$ cat src/rtl/mips_pkg.sv
// Shared MIPS decode constants: opcodes, the NOP word, instruction field
// positions and the immediate sign-extension helper.
package mips_pkg;

   localparam int unsigned OP_W  = 6;
   localparam int unsigned REG_W = 5;

   localparam logic [OP_W-1:0] OP_RTYPE = 6'h00;
   localparam logic [OP_W-1:0] OP_J     = 6'h02;
   localparam logic [OP_W-1:0] OP_BEQ   = 6'h04;
   localparam logic [OP_W-1:0] OP_BNE   = 6'h05;
   localparam logic [OP_W-1:0] OP_LW    = 6'h23;
   localparam logic [OP_W-1:0] OP_SW    = 6'h2B;

   localparam logic [31:0] NOP_INSTR = 32'h0000_0000;

   localparam int unsigned OP_MSB  = 31;
   localparam int unsigned OP_LSB  = 26;
   localparam int unsigned RS_MSB  = 25;
   localparam int unsigned RS_LSB  = 21;
   localparam int unsigned RT_MSB  = 20;
   localparam int unsigned RT_LSB  = 16;
   localparam int unsigned IMM_MSB = 15;
   localparam int unsigned IMM_LSB = 0;
   localparam int unsigned TGT_MSB = 25;
   localparam int unsigned TGT_LSB = 0;

   function automatic logic [31:0] sext_imm(input logic [15:0] imm);
      return {{16{imm[15]}}, imm};
   endfunction

endpackage

$ cat src/rtl/hazard_detect.sv
// Combinational hazard detection for the instruction held in ID.
// Ports:
//   id_valid, op, rs, rt         - decoded ID instruction
//   ex_reg_write, ex_mem_read,
//   ex_dst                       - EX-stage destination info
//   mem_mem_read, mem_dst        - MEM-stage load info
//   lw_hazard                    - load-use or branch-operand hazard
module hazard_detect
   import mips_pkg::*;
(
   input  logic             id_valid,
   input  logic [OP_W-1:0]  op,
   input  logic [REG_W-1:0] rs,
   input  logic [REG_W-1:0] rt,
   input  logic             ex_reg_write,
   input  logic             ex_mem_read,
   input  logic [REG_W-1:0] ex_dst,
   input  logic             mem_mem_read,
   input  logic [REG_W-1:0] mem_dst,
   output logic             lw_hazard
);

   logic uses_rt;
   logic is_br;
   logic load_use;
   logic br_hazard;

   always_comb begin
      uses_rt  = (op == OP_RTYPE) || (op == OP_BEQ) || (op == OP_BNE) || (op == OP_SW);
      is_br    = (op == OP_BEQ) || (op == OP_BNE);

      load_use = id_valid && ex_mem_read && (ex_dst != '0) &&
                 ((ex_dst == rs) || (uses_rt && (ex_dst == rt)));

      // Branches compare in ID, so any in-flight producer of an operand stalls:
      // an ALU result in EX, or a load result still in MEM.
      br_hazard = id_valid && is_br &&
                  ((ex_reg_write && (ex_dst != '0) && ((ex_dst == rs) || (ex_dst == rt))) ||
                   (mem_mem_read && (mem_dst != '0) && ((mem_dst == rs) || (mem_dst == rt))));

      lw_hazard = load_use || br_hazard;
   end

endmodule

$ cat src/rtl/id_fetch_ctrl.sv
// Decode-side fetch control: IF/ID pipeline register, branch/jump resolution
// in ID, hazard stall and wrong-path flush, saturating stall/flush counters.
// Ports:
//   clk, rst_n                   - clock, async active-low reset
//   instruction, output_pc       - fetched word and its PC+1 from IF
//   rs_data, rt_data             - register-file operands for branch compare
//   ex_*/mem_*                   - EX/MEM destination info for hazards
//   mux_ctrl, branch_PC          - redirect select and target to IF
//   lw_hazard                    - IF holds PC
//   id_instr, id_pc, id_valid    - IF/ID register contents
//   id_bubble                    - ID/EX loads a bubble
//   stall_cnt, flush_cnt         - saturating event counters
module id_fetch_ctrl
   import mips_pkg::*;
#(
   parameter logic [31:0] NOP   = NOP_INSTR,
   parameter int unsigned CNT_W = 16
) (
   input  logic             clk,
   input  logic             rst_n,
   input  logic [31:0]      instruction,
   input  logic [31:0]      output_pc,
   input  logic [31:0]      rs_data,
   input  logic [31:0]      rt_data,
   input  logic             ex_reg_write,
   input  logic             ex_mem_read,
   input  logic [4:0]       ex_dst,
   input  logic             mem_mem_read,
   input  logic [4:0]       mem_dst,
   output logic             mux_ctrl,
   output logic [31:0]      branch_PC,
   output logic             lw_hazard,
   output logic [31:0]      id_instr,
   output logic [31:0]      id_pc,
   output logic             id_valid,
   output logic             id_bubble,
   output logic [CNT_W-1:0] stall_cnt,
   output logic [CNT_W-1:0] flush_cnt
);

   logic [OP_W-1:0] op;
   logic            stall;
   logic            taken;
   logic [31:0]     br_target;
   logic [31:0]     j_target;

   assign op = id_instr[OP_MSB:OP_LSB];

   hazard_detect u_hazard (
      .id_valid     (id_valid),
      .op           (op),
      .rs           (id_instr[RS_MSB:RS_LSB]),
      .rt           (id_instr[RT_MSB:RT_LSB]),
      .ex_reg_write (ex_reg_write),
      .ex_mem_read  (ex_mem_read),
      .ex_dst       (ex_dst),
      .mem_mem_read (mem_mem_read),
      .mem_dst      (mem_dst),
      .lw_hazard    (stall)
   );

   // A stalled branch must not redirect; it is re-evaluated once operands settle.
   always_comb begin
      taken = 1'b0;
      if (id_valid && !stall) begin
         case (op)
            OP_BEQ:  taken = (rs_data == rt_data);
            OP_BNE:  taken = (rs_data != rt_data);
            OP_J:    taken = 1'b1;
            default: taken = 1'b0;
         endcase
      end
   end

   always_comb begin
      br_target = id_pc + sext_imm(id_instr[IMM_MSB:IMM_LSB]);
      j_target  = {id_pc[31:26], id_instr[TGT_MSB:TGT_LSB]};
   end

   // Outputs are gated by rst_n so they read 0 during reset regardless of NOP.
   always_comb begin
      lw_hazard = stall && rst_n;
      id_bubble = stall && rst_n;
      mux_ctrl  = taken && rst_n;
      branch_PC = '0;
      if (rst_n) begin
         branch_PC = (taken && (op == OP_J)) ? j_target : br_target;
      end
   end

   always_ff @(posedge clk or negedge rst_n) begin
      if (!rst_n) begin
         id_instr <= NOP;
         id_pc    <= '0;
         id_valid <= 1'b0;
      end else if (stall) begin
         id_instr <= id_instr;
         id_pc    <= id_pc;
         id_valid <= id_valid;
      end else if (taken) begin
         id_instr <= NOP;
         id_pc    <= output_pc;
         id_valid <= 1'b0;
      end else begin
         id_instr <= instruction;
         id_pc    <= output_pc;
         id_valid <= 1'b1;
      end
   end

   always_ff @(posedge clk or negedge rst_n) begin
      if (!rst_n) begin
         stall_cnt <= '0;
         flush_cnt <= '0;
      end else begin
         if (stall && (stall_cnt != '1)) stall_cnt <= stall_cnt + CNT_W'(1);
         if (taken && (flush_cnt != '1)) flush_cnt <= flush_cnt + CNT_W'(1);
      end
   end

endmodule

$ cat config.mk
export PLATFORM = sky130hd
export DESIGN_NAME = id_fetch_ctrl
export DESIGN_NICKNAME = d
export VERILOG_FILES = /design/src/rtl/mips_pkg.sv /design/src/rtl/hazard_detect.sv /design/src/rtl/id_fetch_ctrl.sv
export SDC_FILE = /design/constraint.sdc
export NUM_CORES = 1
export LEC_CHECK = 0
export CORE_ASPECT_RATIO = 0.9
export CORE_MARGIN = 4
export CORE_UTILIZATION = 42
export CTS_CLUSTER_DIAMETER = 60
export CTS_CLUSTER_SIZE = 10
export DETAILED_ROUTE_END_ITERATION = 10
export GPL_TIMING_DRIVEN = 0
export PLACE_DENSITY = 0.83
export SLEW_MARGIN = 20
export SYNTH_ARGS = -nofsm -noshare
export SYNTH_HDL_FRONTEND = slang
export SYNTH_HIERARCHICAL = 1
export SYNTH_SLANG_ARGS = --single-unit
$ cat constraint.sdc
create_clock -name clk -period 11.6 [get_ports clk]
set_clock_uncertainty 0.15 [all_clocks]
set_input_delay 2.9 -clock clk [delete_from_list [all_inputs] [get_ports clk]]
set_output_delay 2.9 -clock clk [all_outputs]
set_load 0.02 [all_outputs]
=== Word level (Yosys, flattened, before mapping) ===
Cells that the tools add are included.

* $add $sub $neg: 3
* Eq/ne operators: 12
* Muxes and demuxes: 6
* Reductions and logical operators: 29

{| class="wikitable"
|+ Operators with widths
! cell !! count
|-
| $mux 32 || 3
|-
| $add 16x1->16 const B || 2
|-
| $add 32x32->32 || 1
|-
| $eq 32x32->1 || 1
|-
| $ne 16x16->1 const B || 2
|-
| $ne 32x32->1 || 1
|-
| $eq 5x5->1 || 4
|-
| $logic_and 1x1->1 || 16
|-
| $eq 6x3->1 const B || 2
|-
| $reduce_bool 5->1 || 2
|-
| $logic_or 1x1->1 || 9
|-
| $eq 6x2->1 const B || 1
|-
| $eq 6x6->1 const B || 1
|-
| $logic_not 6->1 || 1
|-
| $pmux 1 s3 || 1
|-
| $mux 1 || 2
|-
| $logic_not 1->1 || 1
|}

* Register bits: 97
* Bits of input ports: 143
* Output and inout bits: 132

=== Longest topological paths before layout ===
Gate-level depths: netlist of the first run.

* Depth after elaboration: 14
* Mapped depth: 13
* Mapped depth without buffers: 11

=== Cells and area by module ===
Netlist of the first run, hierarchy kept.

{| class="wikitable"
|+ Modules (own cells, without submodules)
! module !! instances !! cells an instance !! area an instance (um^2) !! seq. area each (um^2)
|-
| id_fetch_ctrl || 1 || 719 || 6371.1 || 2427.3
|-
| hazard_detect || 1 || 40 || 316.6 || 0.0
|}

=== Least setup slack after synthesis of the first run ===
OpenSTA, ideal clock, no wires.

* Path type: input-to-output
* Start: in mem_dst[0]
* End: out branch_PC[11]
* Arrival: 5.342 ns
* Required time: 8.550 ns
* Path slack: 3.208 ns
* Stages: 10
* Cell sequence: or4_4 -> o211ai_2 -> o22ai_1 -> clkbuf_1 -> nor4_1 -> nand2_1 -> or2_0 -> clkbuf_1 -> clkbuf_1 -> a211oi_1

* Word-level cells in the longest chain between the ends: 12
* Elaborated cells between the ends (all ways): 15
* Those cells by class: 2 x eq/ne; 3 x mux; 10 x reduce/logical

{| class="wikitable"
|+ RTL lines
! item !! RTL line !! source
|-
| start, declared || id_fetch_ctrl.sv:29 || <nowiki>input logic [4:0] mem_dst,</nowiki>
|-
| $eq 5x5->1 or $reduce_bool 5->1 (tied branches) || hazard_detect.sv:39 || <nowiki>(mem_mem_read && (mem_dst != '0) && ((mem_dst == rs) || (mem_dst == rt))));</nowiki>
|-
| $logic_or 1x1->1 or $logic_and 1x1->1 (tied branches) || hazard_detect.sv:39 ||
|-
| $logic_and 1x1->1 * || hazard_detect.sv:39 ||
|-
| $logic_or 1x1->1 * || hazard_detect.sv:38 || <nowiki>((ex_reg_write && (ex_dst != '0) && ((ex_dst == rs) || (ex_dst == rt))) ||</nowiki>
|-
| $logic_and 1x1->1 * || hazard_detect.sv:37 || <nowiki>br_hazard = id_valid && is_br &&</nowiki>
|-
| $logic_or 1x1->1 * || hazard_detect.sv:41 || <nowiki>lw_hazard = load_use || br_hazard;</nowiki>
|-
| via stall || id_fetch_ctrl.sv:42 || <nowiki>logic stall;</nowiki>
|-
| $logic_not 1->1 * || id_fetch_ctrl.sv:65 || <nowiki>if (id_valid && !stall) begin</nowiki>
|-
| $logic_and 1x1->1 * || id_fetch_ctrl.sv:65 ||
|-
| $mux 1 * || id_fetch_ctrl.sv:65 ||
|-
| $logic_and 1x1->1 * || id_fetch_ctrl.sv:87 || <nowiki>branch_PC = (taken && (op == OP_J)) ? j_target : br_target;</nowiki>
|-
| $mux 32 * || id_fetch_ctrl.sv:87 ||
|-
| $mux 32 * || id_fetch_ctrl.sv:86 || <nowiki>if (rst_n) begin</nowiki>
|-
| end, declared || id_fetch_ctrl.sv:31 || <nowiki>output logic [31:0] branch_PC,</nowiki>
|}

Mark *: on every way through the listed nets, which the timed path passes. The rest lies on a longest branch.

=== Worst setup path after layout of the first run ===
* Start: in ex_dst[2]
* End: out branch_PC[15]

* Word-level cells in the longest chain between the ends: 12
* Elaborated cells between the ends (all ways): 19
* Those cells by class: 2 x eq/ne; 3 x mux; 14 x reduce/logical

{| class="wikitable"
|+ RTL lines
! item !! RTL line !! source
|-
| start, declared || id_fetch_ctrl.sv:27 || <nowiki>input logic [4:0] ex_dst,</nowiki>
|-
| $eq 5x5->1 or $reduce_bool 5->1 (tied branches) || hazard_detect.sv:33, hazard_detect.sv:38, hazard_detect.sv:32 ||
|-
| $logic_or 1x1->1 or $logic_and 1x1->1 (tied branches) || hazard_detect.sv:38 ||
|-
| $logic_and 1x1->1 || hazard_detect.sv:38 ||
|-
| $logic_or 1x1->1 || hazard_detect.sv:38 ||
|-
| $logic_and 1x1->1 || hazard_detect.sv:37 ||
|-
| $logic_or 1x1->1 * || hazard_detect.sv:41 ||
|-
| via stall || id_fetch_ctrl.sv:42 ||
|-
| $logic_not 1->1 * || id_fetch_ctrl.sv:65 ||
|-
| $logic_and 1x1->1 * || id_fetch_ctrl.sv:65 ||
|-
| $mux 1 * || id_fetch_ctrl.sv:65 ||
|-
| $logic_and 1x1->1 * || id_fetch_ctrl.sv:87 ||
|-
| $mux 32 * || id_fetch_ctrl.sv:87 ||
|-
| $mux 32 * || id_fetch_ctrl.sv:86 ||
|}

Marks and branches as above.

==> results_dict.tcl, run 1 <==
set metrics [dict create \
    syn_inst 759 \
    tightest_slew_ns 0.822 \
    hold_depth 1 \
    regToRegStartpoint "id_instr[27]" \
    avgSynthCellArea_sq_um 8.81 \
    fin_ws_ns 1.26 \
    power_density_nw_per_um2 115 \
    crit_arrival_ns 7.29 \
    cts-root-buf "clkbuf_16" \
    placeableCoreArea_sq_um 15500 \
    yosysSeqAreaShare_pct 36.3 \
    antenna_found_initial 1 \
    dpl-instance-area_sq_um 9710 \
    slew_headroom_pct 45.2 \
    ys_seq_elements 97 \
    setup_tns_ns 0 \
    clock_path_buffers 2 \
    drt_iter0_drc 564 \
    grt_max_degree 64 \
    die-area_sq_um 18000 \
    drv_slew 0 \
    endpoint_kind "output pin" \
    synth_area_sq_um 6690 \
    drc_errors 0 \
    cp_slowest_cell "clkdlybuf4s50_1" \
    grt_pass1_vias 6763 \
    place_hpwl_um 18000 \
    slowest_delay_ns 0.64 \
    grt_pass1_wl_um 36100 \
    ff2ff_setup_slack_ns 7.86 \
    critical_path_class "in -> out" \
    layout_common_cells "clkdlybuf4s50_1, nand2_1, dfrtp_1" \
    reg2reg_depth 13 \
    critPathLaunchType "input port" \
    dieHeight_um 128 \
    cts_tree "built" \
    async_flop_share_pct 100 \
    reg2reg_to "id_instr[13]" \
    place_congestion 0.938 \
    placed_cells 1236 \
    fin_crit_ns 10.34 \
    syn-num-nets 936 \
    diodes 0 \
    ctsHoldBuffers 0 \
    wirelength_um 22800 \
    min_from "stall_cnt[4]" \
    hold_viol_final 0 \
    detail-route-antenna-nets 0 \
    numCtsBuffers 9 \
    rsz0062_at_grt "no" \
    grt.overflow.total 0 \
    status "finished clean" \
    clkSlewWorstSetupHoldPaths_ns 0.07 \
    fin_cells 1252 \
    m1WireLength_um 9510 \
    fin_crit_sh_pct 89.1 \
    p_leak_nw 4.16 \
    post-cts-setup-buffers 0 \
    syn_to_final_growth_pct 50.0 \
    whs_ns 0.341 \
    setup_violations 0 \
    final_common_cell "clkdlybuf4s50_1" \
    grt_util_all_layers_pct 25.2 \
    final_core_util_pct 64.7 \
    h-tree-depth 3 \
    portBuffers 274 \
    met3_length_um 2030 \
    ctsResizeCount 0 \
    synth_top_area_share_pct 36.3 \
    total_power_mw 1.15 \
    peakVddDrop_v 0.000133 \
    fmax_mhz 96.7 \
    synth-edff-count 0 \
    synth_top_cell_by_area "dfrtp_1" \
    routedWlPerCell_um 18.2 \
    post-place-ws_ns 1.28 \
    final_area_sq_um 10000 \
    cp.required_ns 8.55 \
    synth_warnings 6 \
    top_layer "met5" \
    drv_cap 0 \
    vias 6811 \
    dr.pass1.iters 6 \
    crit_path_max_fanout 10 \
    io-pin-count 275 \
    synth.area.top_cells "dfrtp_1, xor2_1, nand2_1" \
    ys_types 58 \
    met2_length_um 10800 \
    worstSkewPairLatency_ns 0.36 \
    path_cells "clkdlybuf4s50_1 -> or4_1 -> o21ai_1 -> o22ai_1 -> clkbuf_1 -> nor4_1 -> nand2_1 -> nor2_1 -> clkbuf_1 -> buf_1 -> nand2_1 -> a21oi_1 -> clkdlybuf4s50_1" \
    num_rows 43 \
    initial_utilization_pct 43.2 \
    cts_sinks 97 \
    drt-vias-per-instance 5.44 \
    hold_end "stall_cnt[4]" \
    fin_nets 1222 \
    drive_gt1_share_pct 6.19 \
    hold_path_class "reg -> reg" \
    synth_ff_type "dfrtp_1" \
    die_w_um 141 \
]
-- area by class of cell --
type                       count  area (sq um)
inverter                       9          33.8
tap                          202           253
fill                        1329          5470
buffer                        33           130
multi-input combinational    620          4100
clock buffer                   9           225
timing repair buffer         275          2770
sequential                    97          2430
clock inverter                 7          83.8
-- registers in the layout (all words and copies together), names as in the netlist --
| signal | count |
|---|---|
| flush_cnt | 16 |
| id_instr | 32 |
| id_valid | 1 |
| stall_cnt | 16 |
| id_pc | 32 |
-- kinds of logic (layout without fill, tap and decap cells) --
logic type	count (synthesis)	after routing	share of synthesized area, %
DFF	97	97	36.3
buffers and inverters	42	333	2.45
adders and majority gates	34	34	6.47
xor gates and xnor gates	103	103	13.5
and+or+nand+nor	270	270	18.7
muxes	40	40	6.64
AOI/OAI and AO/OA	173	173	15.9
-- synthesized netlist by cell type, types with 2 or more instances --
cell type	count
dfrtp_1	97
nor3_1	13
nand4b_1	2
o21ai_1	3
a31oi_1	8
or4_1	3
and2_1	2
a211o_1	3
o21a_1	5
a31o_2	3
o21bai_1	5
xor2_1	58
o211ai_1	2
ha_1	33
mux2i_1	5
inv_1	8
buf_2	2
mux2_2	35
nor3_2	2
nand2b_1	6
xnor2_1	45
o31ai_1	5
and4b_1	2
buf_1	2
nor2_1	42
o21ai_0	56
a211oi_1	5
nand4_1	12
clkbuf_1	28
a21o_1	17
nor4_1	11
nand3_1	27
a21oi_1	43
and3_1	6
a41oi_1	2
nor2b_1	6
nand2_1	126
a21boi_0	3
a221o_1	2
or3_1	6
-- worst max-delay path: cells and delay by family --
kind / cells / cell delay [ns]
AOI/OAI and AO/OA: 3 / 0.45
buffers and inverters: 5 / 2.49
and+or+nand+nor: 5 / 1.45
-- metal layers --
metal,vias up,track usage (%)
li1,3252,-
met1,3198,33.5
met2,312,40.4
met3,47,7.12
met4,2,7.12
met5,-,0
-- worst max-delay path by stage --
stage,startpoint,end,slack [ns],depth (start not counted)
floorplan,mem_dst[0],branch_PC[11],3.21,10
global placement,rst_n,branch_PC[21],-0.06,7
detailed placement,ex_dst[2],branch_PC[15],1.28,13
CTS,ex_dst[2],branch_PC[15],1.27,13
global route,ex_dst[2],branch_PC[3],0.93,13
finish,ex_dst[2],branch_PC[15],1.26,13
-- power by group --
group          internal, mW  leakage [nW]  switching (mW)  total (mW)
Combinational         0.219          2.81           0.222       0.441
Clock                 0.171         0.154           0.143       0.315
Sequential            0.363          1.19          0.0354       0.398
Note: power is estimated with default switching activity, not from simulation.
==> inputs of run 2 (changes only) <==
--- a/config.mk
+++ b/config.mk
@@ -5,14 +5,17 @@
 export SDC_FILE = /design/constraint.sdc
 export NUM_CORES = 1
 export LEC_CHECK = 0
+export CELL_PAD_IN_SITES_DETAIL_PLACEMENT = 1
+export CELL_PAD_IN_SITES_GLOBAL_PLACEMENT = 1
 export CORE_ASPECT_RATIO = 0.9
 export CORE_MARGIN = 4
-export CORE_UTILIZATION = 42
+export CORE_UTILIZATION = 34
 export CTS_CLUSTER_DIAMETER = 60
 export CTS_CLUSTER_SIZE = 10
 export DETAILED_ROUTE_END_ITERATION = 10
 export GPL_TIMING_DRIVEN = 0
-export PLACE_DENSITY = 0.83
+export PLACE_DENSITY = 0.91
+export SKIP_CTS_REPAIR_TIMING = 1
 export SLEW_MARGIN = 20
 export SYNTH_ARGS = -nofsm -noshare
 export SYNTH_HDL_FRONTEND = slang
==> run 2 against run 1 <==
Against the previous run: sequential power about the same; sequential share of layout area fell by 0.13 points; wire length grew 16%; via count rose by 1.4%; cell count rose by 3.9%; first-iteration DRC count is 45% lower; largest power group unchanged; non-clock buffer count is the same.
==> results_dict.tcl, run 2 (synthesis results as in run 1) <==
set metrics [dict create \
    final_area_sq_um 10100 \
    p_leak_nw 4.16 \
    cp_slowest_cell "clkdlybuf4s50_1" \
    critPathLaunchType "input port" \
    top_layer "met5" \
    clkSlewWorstSetupHoldPaths_ns 0.07 \
    grt_max_degree 56 \
    m1WireLength_um 10800 \
    antenna_found_initial 1 \
    crit_arrival_ns 7.38 \
    detail-route-antenna-nets 0 \
    hold_depth 1 \
    cts_tree "built" \
    cts-root-buf "clkbuf_16" \
    wirelength_um 26500 \
    final_common_cell "clkdlybuf4s50_1" \
    fmax_mhz 95.9 \
    drt-vias-per-instance 5.31 \
    regToRegStartpoint "id_instr[27]" \
    dr.pass1.iters 4 \
    grt_util_all_layers_pct 23.6 \
    syn_to_final_growth_pct 50.7 \
    grt_pass1_wl_um 41200 \
    drc_errors 0 \
    drive_gt1_share_pct 6.10 \
    clock_path_buffers 2 \
    reg2reg_to "id_instr[18]" \
    io-pin-count 275 \
    fin_crit_sh_pct 89.9 \
    met3_length_um 1860 \
    die_w_um 156 \
    min_from "stall_cnt[6]" \
    slowest_delay_ns 0.67 \
    initial_utilization_pct 34.7 \
    cp.required_ns 8.55 \
    p_sw_share_pct 36.3 \
    endpoint_kind "output pin" \
    critical_path_class "in -> out" \
    drv_cap 0 \
    drt_iter0_drc 308 \
    reg2reg_depth 13 \
    crit_path_max_fanout 10 \
    slew_headroom_pct 29.9 \
    grt_pass1_vias 7465 \
    worstSkewPairLatency_ns 0.35 \
    ff2ff_setup_slack_ns 7.62 \
    grt.overflow.total 0 \
    tightest_slew_ns 1.04 \
    vias 6905 \
    die-area_sq_um 22000 \
    seq_power_share_pct 34.4 \
    power_switching_uw 422 \
    portBuffers 274 \
    peakVddDrop_v 0.000122 \
    numCtsBuffers 9 \
    combinationalPowerShare_pct 38.9 \
    hold_viol_final 0 \
    h-tree-depth 3 \
    placed_cells 1284 \
    num_rows 48 \
    met2_length_um 13300 \
    hold_path_class "reg -> reg" \
    layout_common_cells "clkdlybuf4s50_1, nand2_1, dfrtp_1" \
    setup_violations 0 \
    clkPwrFrac_pct 26.7 \
    place_congestion 0.890 \
    path_cells "clkdlybuf4s50_1 -> or4_4 -> o211ai_2 -> o22ai_1 -> clkbuf_1 -> nor4_1 -> nand2_1 -> nor2_1 -> clkbuf_1 -> buf_1 -> nand2_1 -> a21oi_1 -> clkdlybuf4s50_1" \
    place_hpwl_um 21300 \
    status "finished clean" \
    fin_nets 1222 \
    dpl-instance-area_sq_um 9770 \
    hold_end "stall_cnt[6]" \
    fin_crit_ns 10.43 \
    rsz0062_at_grt "no" \
    dieHeight_um 141 \
    top_regs "id_instr (32), id_pc (32)" \
    drv_slew 0 \
    placeableCoreArea_sq_um 19300 \
    p_int_uw 741 \
    power_density_nw_per_um2 115 \
    cts_sinks 97 \
    fin_cells 1301 \
    routedWlPerCell_um 20.4 \
]
==> run 2: final cells by class <==
class,count,area (sq um)
antenna,1,2.50
buffer,33,130
clock buffer,10,239
clock inverter,6,67.6
fill,2235,9200
inverter,9,33.8
multi-input combinational,620,4100
sequential,97,2430
tap,250,313
timing repair buffer,275,2770
==> run 2: worst max-delay path: cells and delay by family <==
| family | cells | cell delay (ns) |
|---|---|---|
| buffers and inverters | 5 | 2.52 |
| AND/OR/NAND/NOR | 5 | 1.48 |
| AO/OA/AOI/OAI | 3 | 0.48 |
==> run 2: layer usage <==
metal / up-vias / track usage, %
li1: 3261 / -
met4: 2 / 5.30
met5: - / 0
met3: 41 / 6.20
met1: 3381 / 28.4
met2: 220 / 42.2
==> run 2: worst max path at each step <==
| stage | startpoint | endpoint | slack, ns | depth (start not counted) |
|---|---|---|---|---|
| after floorplan | mem_dst[0] | branch_PC[11] | 3.21 | 10 |
| after global placement | rst_n | branch_PC[15] | -0.19 | 6 |
| after detailed placement | mem_dst[0] | branch_PC[15] | 1.11 | 13 |
| after CTS | mem_dst[0] | branch_PC[15] | 1.09 | 13 |
| after global routing | ex_dst[2] | branch_PC[15] | 0.83 | 13 |
| final | mem_dst[0] | branch_PC[15] | 1.17 | 13 |
==> run 2: power groups by stage <==
| stage | sequential (mW) | clock [mW] | combinational [mW] |
|---|---|---|---|
| 2_1_floorplan | 0.427 | 0 | 0.209 |
| 3_3_place_gp | 0.405 | 0 | 0.435 |
| 3_5_place_dp | 0.406 | 0 | 0.450 |
| 4_1_cts | 0.400 | 0.320 | 0.454 |
| 5_1_grt | 0.405 | 0.333 | 0.488 |
| 6_report | 0.400 | 0.311 | 0.452 |
==> run 2: metrics by stage <==
step / setup TNS [ns] / hold WS [ns] / total power, mW / setup WS, ns / util (%)
global route: 0 / 0.379 / 1.23 / 0.834 / 52.3
finish: 0 / 0.362 / 1.16 / 1.17 / 52.3
floorplan: 0 / 0.439 / 0.636 / 3.21 / -
detailed placement: 0 / 0.349 / 0.856 / 1.11 / 50.7
global placement: -2.21 / 0.326 / 0.840 / -0.189 / 50.5
CTS: 0 / 0.363 / 1.17 / 1.09 / 52.3
==> inputs of run 3 (changes only) <==
--- a/config.mk
+++ b/config.mk
@@ -14,7 +14,7 @@
 export CTS_CLUSTER_SIZE = 10
 export DETAILED_ROUTE_END_ITERATION = 10
 export GPL_TIMING_DRIVEN = 0
-export PLACE_DENSITY = 0.91
+export PLACE_DENSITY = 0.88
 export SKIP_CTS_REPAIR_TIMING = 1
 export SLEW_MARGIN = 20
 export SYNTH_ARGS = -nofsm -noshare
==> run 3 against run 2 <==
Against the previous run: fmax down 2.1%; clock-buffer cell count down 1; sequential share of layout area about the same; design area up 0.11%; non-clock buffer count unchanged; register-to-register slack better by 0.12 ns; first-iteration DRC count down 15%; combinational power down 0.9%; clock power about the same; wire length down 1.2%; critical path type unchanged; critical endpoint unchanged.
==> results_dict.tcl, run 3 (synthesis results as in run 1) <==
set metrics [dict create \
    m1WireLength_um 10800 \
    vias 6880 \
    critPathLaunchType "input port" \
    dpl-instance-area_sq_um 9770 \
    ff2ff_setup_slack_ns 7.74 \
    num_rows 48 \
    initial_utilization_pct 34.7 \
    crit_arrival_ns 7.61 \
    fin_crit_ns 10.66 \
    endpoint_kind "output pin" \
    fin_ws_ns 0.944 \
    clkSlewWorstSetupHoldPaths_ns 0.08 \
    cp.required_ns 8.55 \
    met2_length_um 13000 \
    grt_max_degree 53 \
    fin_cells 1301 \
    reg2reg_depth 13 \
    path_cells "clkdlybuf4s50_1 -> or4_4 -> o211ai_2 -> o22ai_1 -> clkbuf_1 -> nor4_1 -> nand2_1 -> nor2_1 -> clkbuf_1 -> buf_1 -> nand2_1 -> a21oi_1 -> clkdlybuf4s50_1" \
    drt-vias-per-instance 5.29 \
    drv_slew 0 \
    detail-route-antenna-nets 0 \
    drc_errors 0 \
    crit_start "mem_dst[0]" \
    drt_iter0_drc 261 \
    crit_path_max_fanout 10 \
    hold_path_class "reg -> reg" \
    critical-path-top-delay-family "buffers and inverters" \
    place_congestion 0.906 \
    p_leak_nw 4.15 \
    placed_cells 1284 \
    status "finished clean" \
    grt_util_all_layers_pct 23.8 \
    top_layer "met5" \
    dieHeight_um 141 \
    die_w_um 156 \
    tightest_slew_ns 0.847 \
    critical_path_class "in -> out" \
    cts-root-buf "clkbuf_16" \
    combinationalPowerShare_pct 38.6 \
    cts_tree "built" \
    dr.pass1.iters 4 \
    place_hpwl_um 21000 \
    drive_gt1_share_pct 6.19 \
    whs_ns 0.346 \
    grt.overflow.total 0 \
    h-tree-depth 3 \
    hold_viol_final 0 \
    final_common_cell "clkdlybuf4s50_1" \
    power_density_nw_per_um2 115 \
    portBuffers 274 \
    antenna_found_initial 2 \
    layout_common_cells "clkdlybuf4s50_1, nand2_1, dfrtp_1" \
    critical_path.endpoint "branch_PC[15]" \
    grt_pass1_vias 7455 \
    numCtsBuffers 9 \
    post-place-ws_ns 0.895 \
    setup_violations 0 \
    syn_to_final_growth_pct 50.9 \
    fill_cells 2206 \
    reg2reg_to "id_instr[4]" \
    io-pin-count 275 \
    placeableCoreArea_sq_um 19300 \
    cp_slowest_cell "clkdlybuf4s50_1" \
    regToRegStartpoint "id_instr[27]" \
    p_int_uw 736 \
    clock_path_buffers 2 \
    seq_power_share_pct 34.5 \
    rsz0062_at_grt "no" \
    min_from "flush_cnt[9]" \
    peakVddDrop_v 0.0000816 \
    grt_pass1_wl_um 41200 \
    met3_length_um 1790 \
    cts_sinks 97 \
    fin_crit_sh_pct 91.9 \
    fmax_mhz 93.8 \
    slew_headroom_pct 43.6 \
    p_sw_share_pct 36.6 \
    top_regs "id_instr (32), id_pc (32)" \
    worstSkewPairLatency_ns 0.36 \
    die-area_sq_um 22000 \
    fin_nets 1222 \
    slowest_delay_ns 0.66 \
    path_depth 13 \
    final_area_sq_um 10100 \
    routedWlPerCell_um 20.1 \
    wirelength_um 26200 \
    path_buf_inv 5 \
    clkPwrFrac_pct 26.9 \
    drv_cap 0 \
    power_switching_uw 424 \
]
run 3: per-stage QoR:
stage | power (mW) | setup TNS, ns | util [%]
floorplan | 0.636 | 0 | -
finish | 1.16 | 0 | 52.3
detailed placement | 0.855 | 0 | 50.7
global route | 1.23 | 0 | 52.3
global placement | 0.841 | -3.22 | 50.5
CTS | 1.17 | 0 | 52.3
run 3: worst min-delay path by stage:
stage                    end  depth (start not counted)
3_5_place_dp    flush_cnt[9]                          1
3_3_place_gp    flush_cnt[9]                          1
5_1_grt         flush_cnt[9]                          1
6_report        flush_cnt[9]                          1
4_1_cts         flush_cnt[9]                          1
2_1_floorplan  flush_cnt[11]                          1
run 3: per-layer routing:
metal	vias to the layer above	GRT usage, %
met5	-	0
met1	3348	29.1
met2	221	40.8
met3	46	6.81
li1	3261	-
met4	4	7.14
run 3: area by class of cell:
cell class	instances	area, sq um	share of cell area [%]
diodes	1	2.50	0.0248
plain buffers	33	130	1.29
clock buffers	9	225	2.23
clock inverters	7	85.1	0.843
inverters	9	33.8	0.335
multi-input cells	620	4100	40.7
flip-flops and latches	97	2430	24.1
well taps	250	313	3.10
repair buffers	275	2770	27.5
run 3: power groups by stage:
stage / sequential, mW / combinational [mW] / clock (mW)
3_3_place_gp: 0.405 / 0.435 / 0
4_1_cts: 0.401 / 0.450 / 0.321
3_5_place_dp: 0.407 / 0.448 / 0
6_report: 0.401 / 0.448 / 0.312
2_1_floorplan: 0.427 / 0.209 / 0
5_1_grt: 0.406 / 0.486 / 0.334
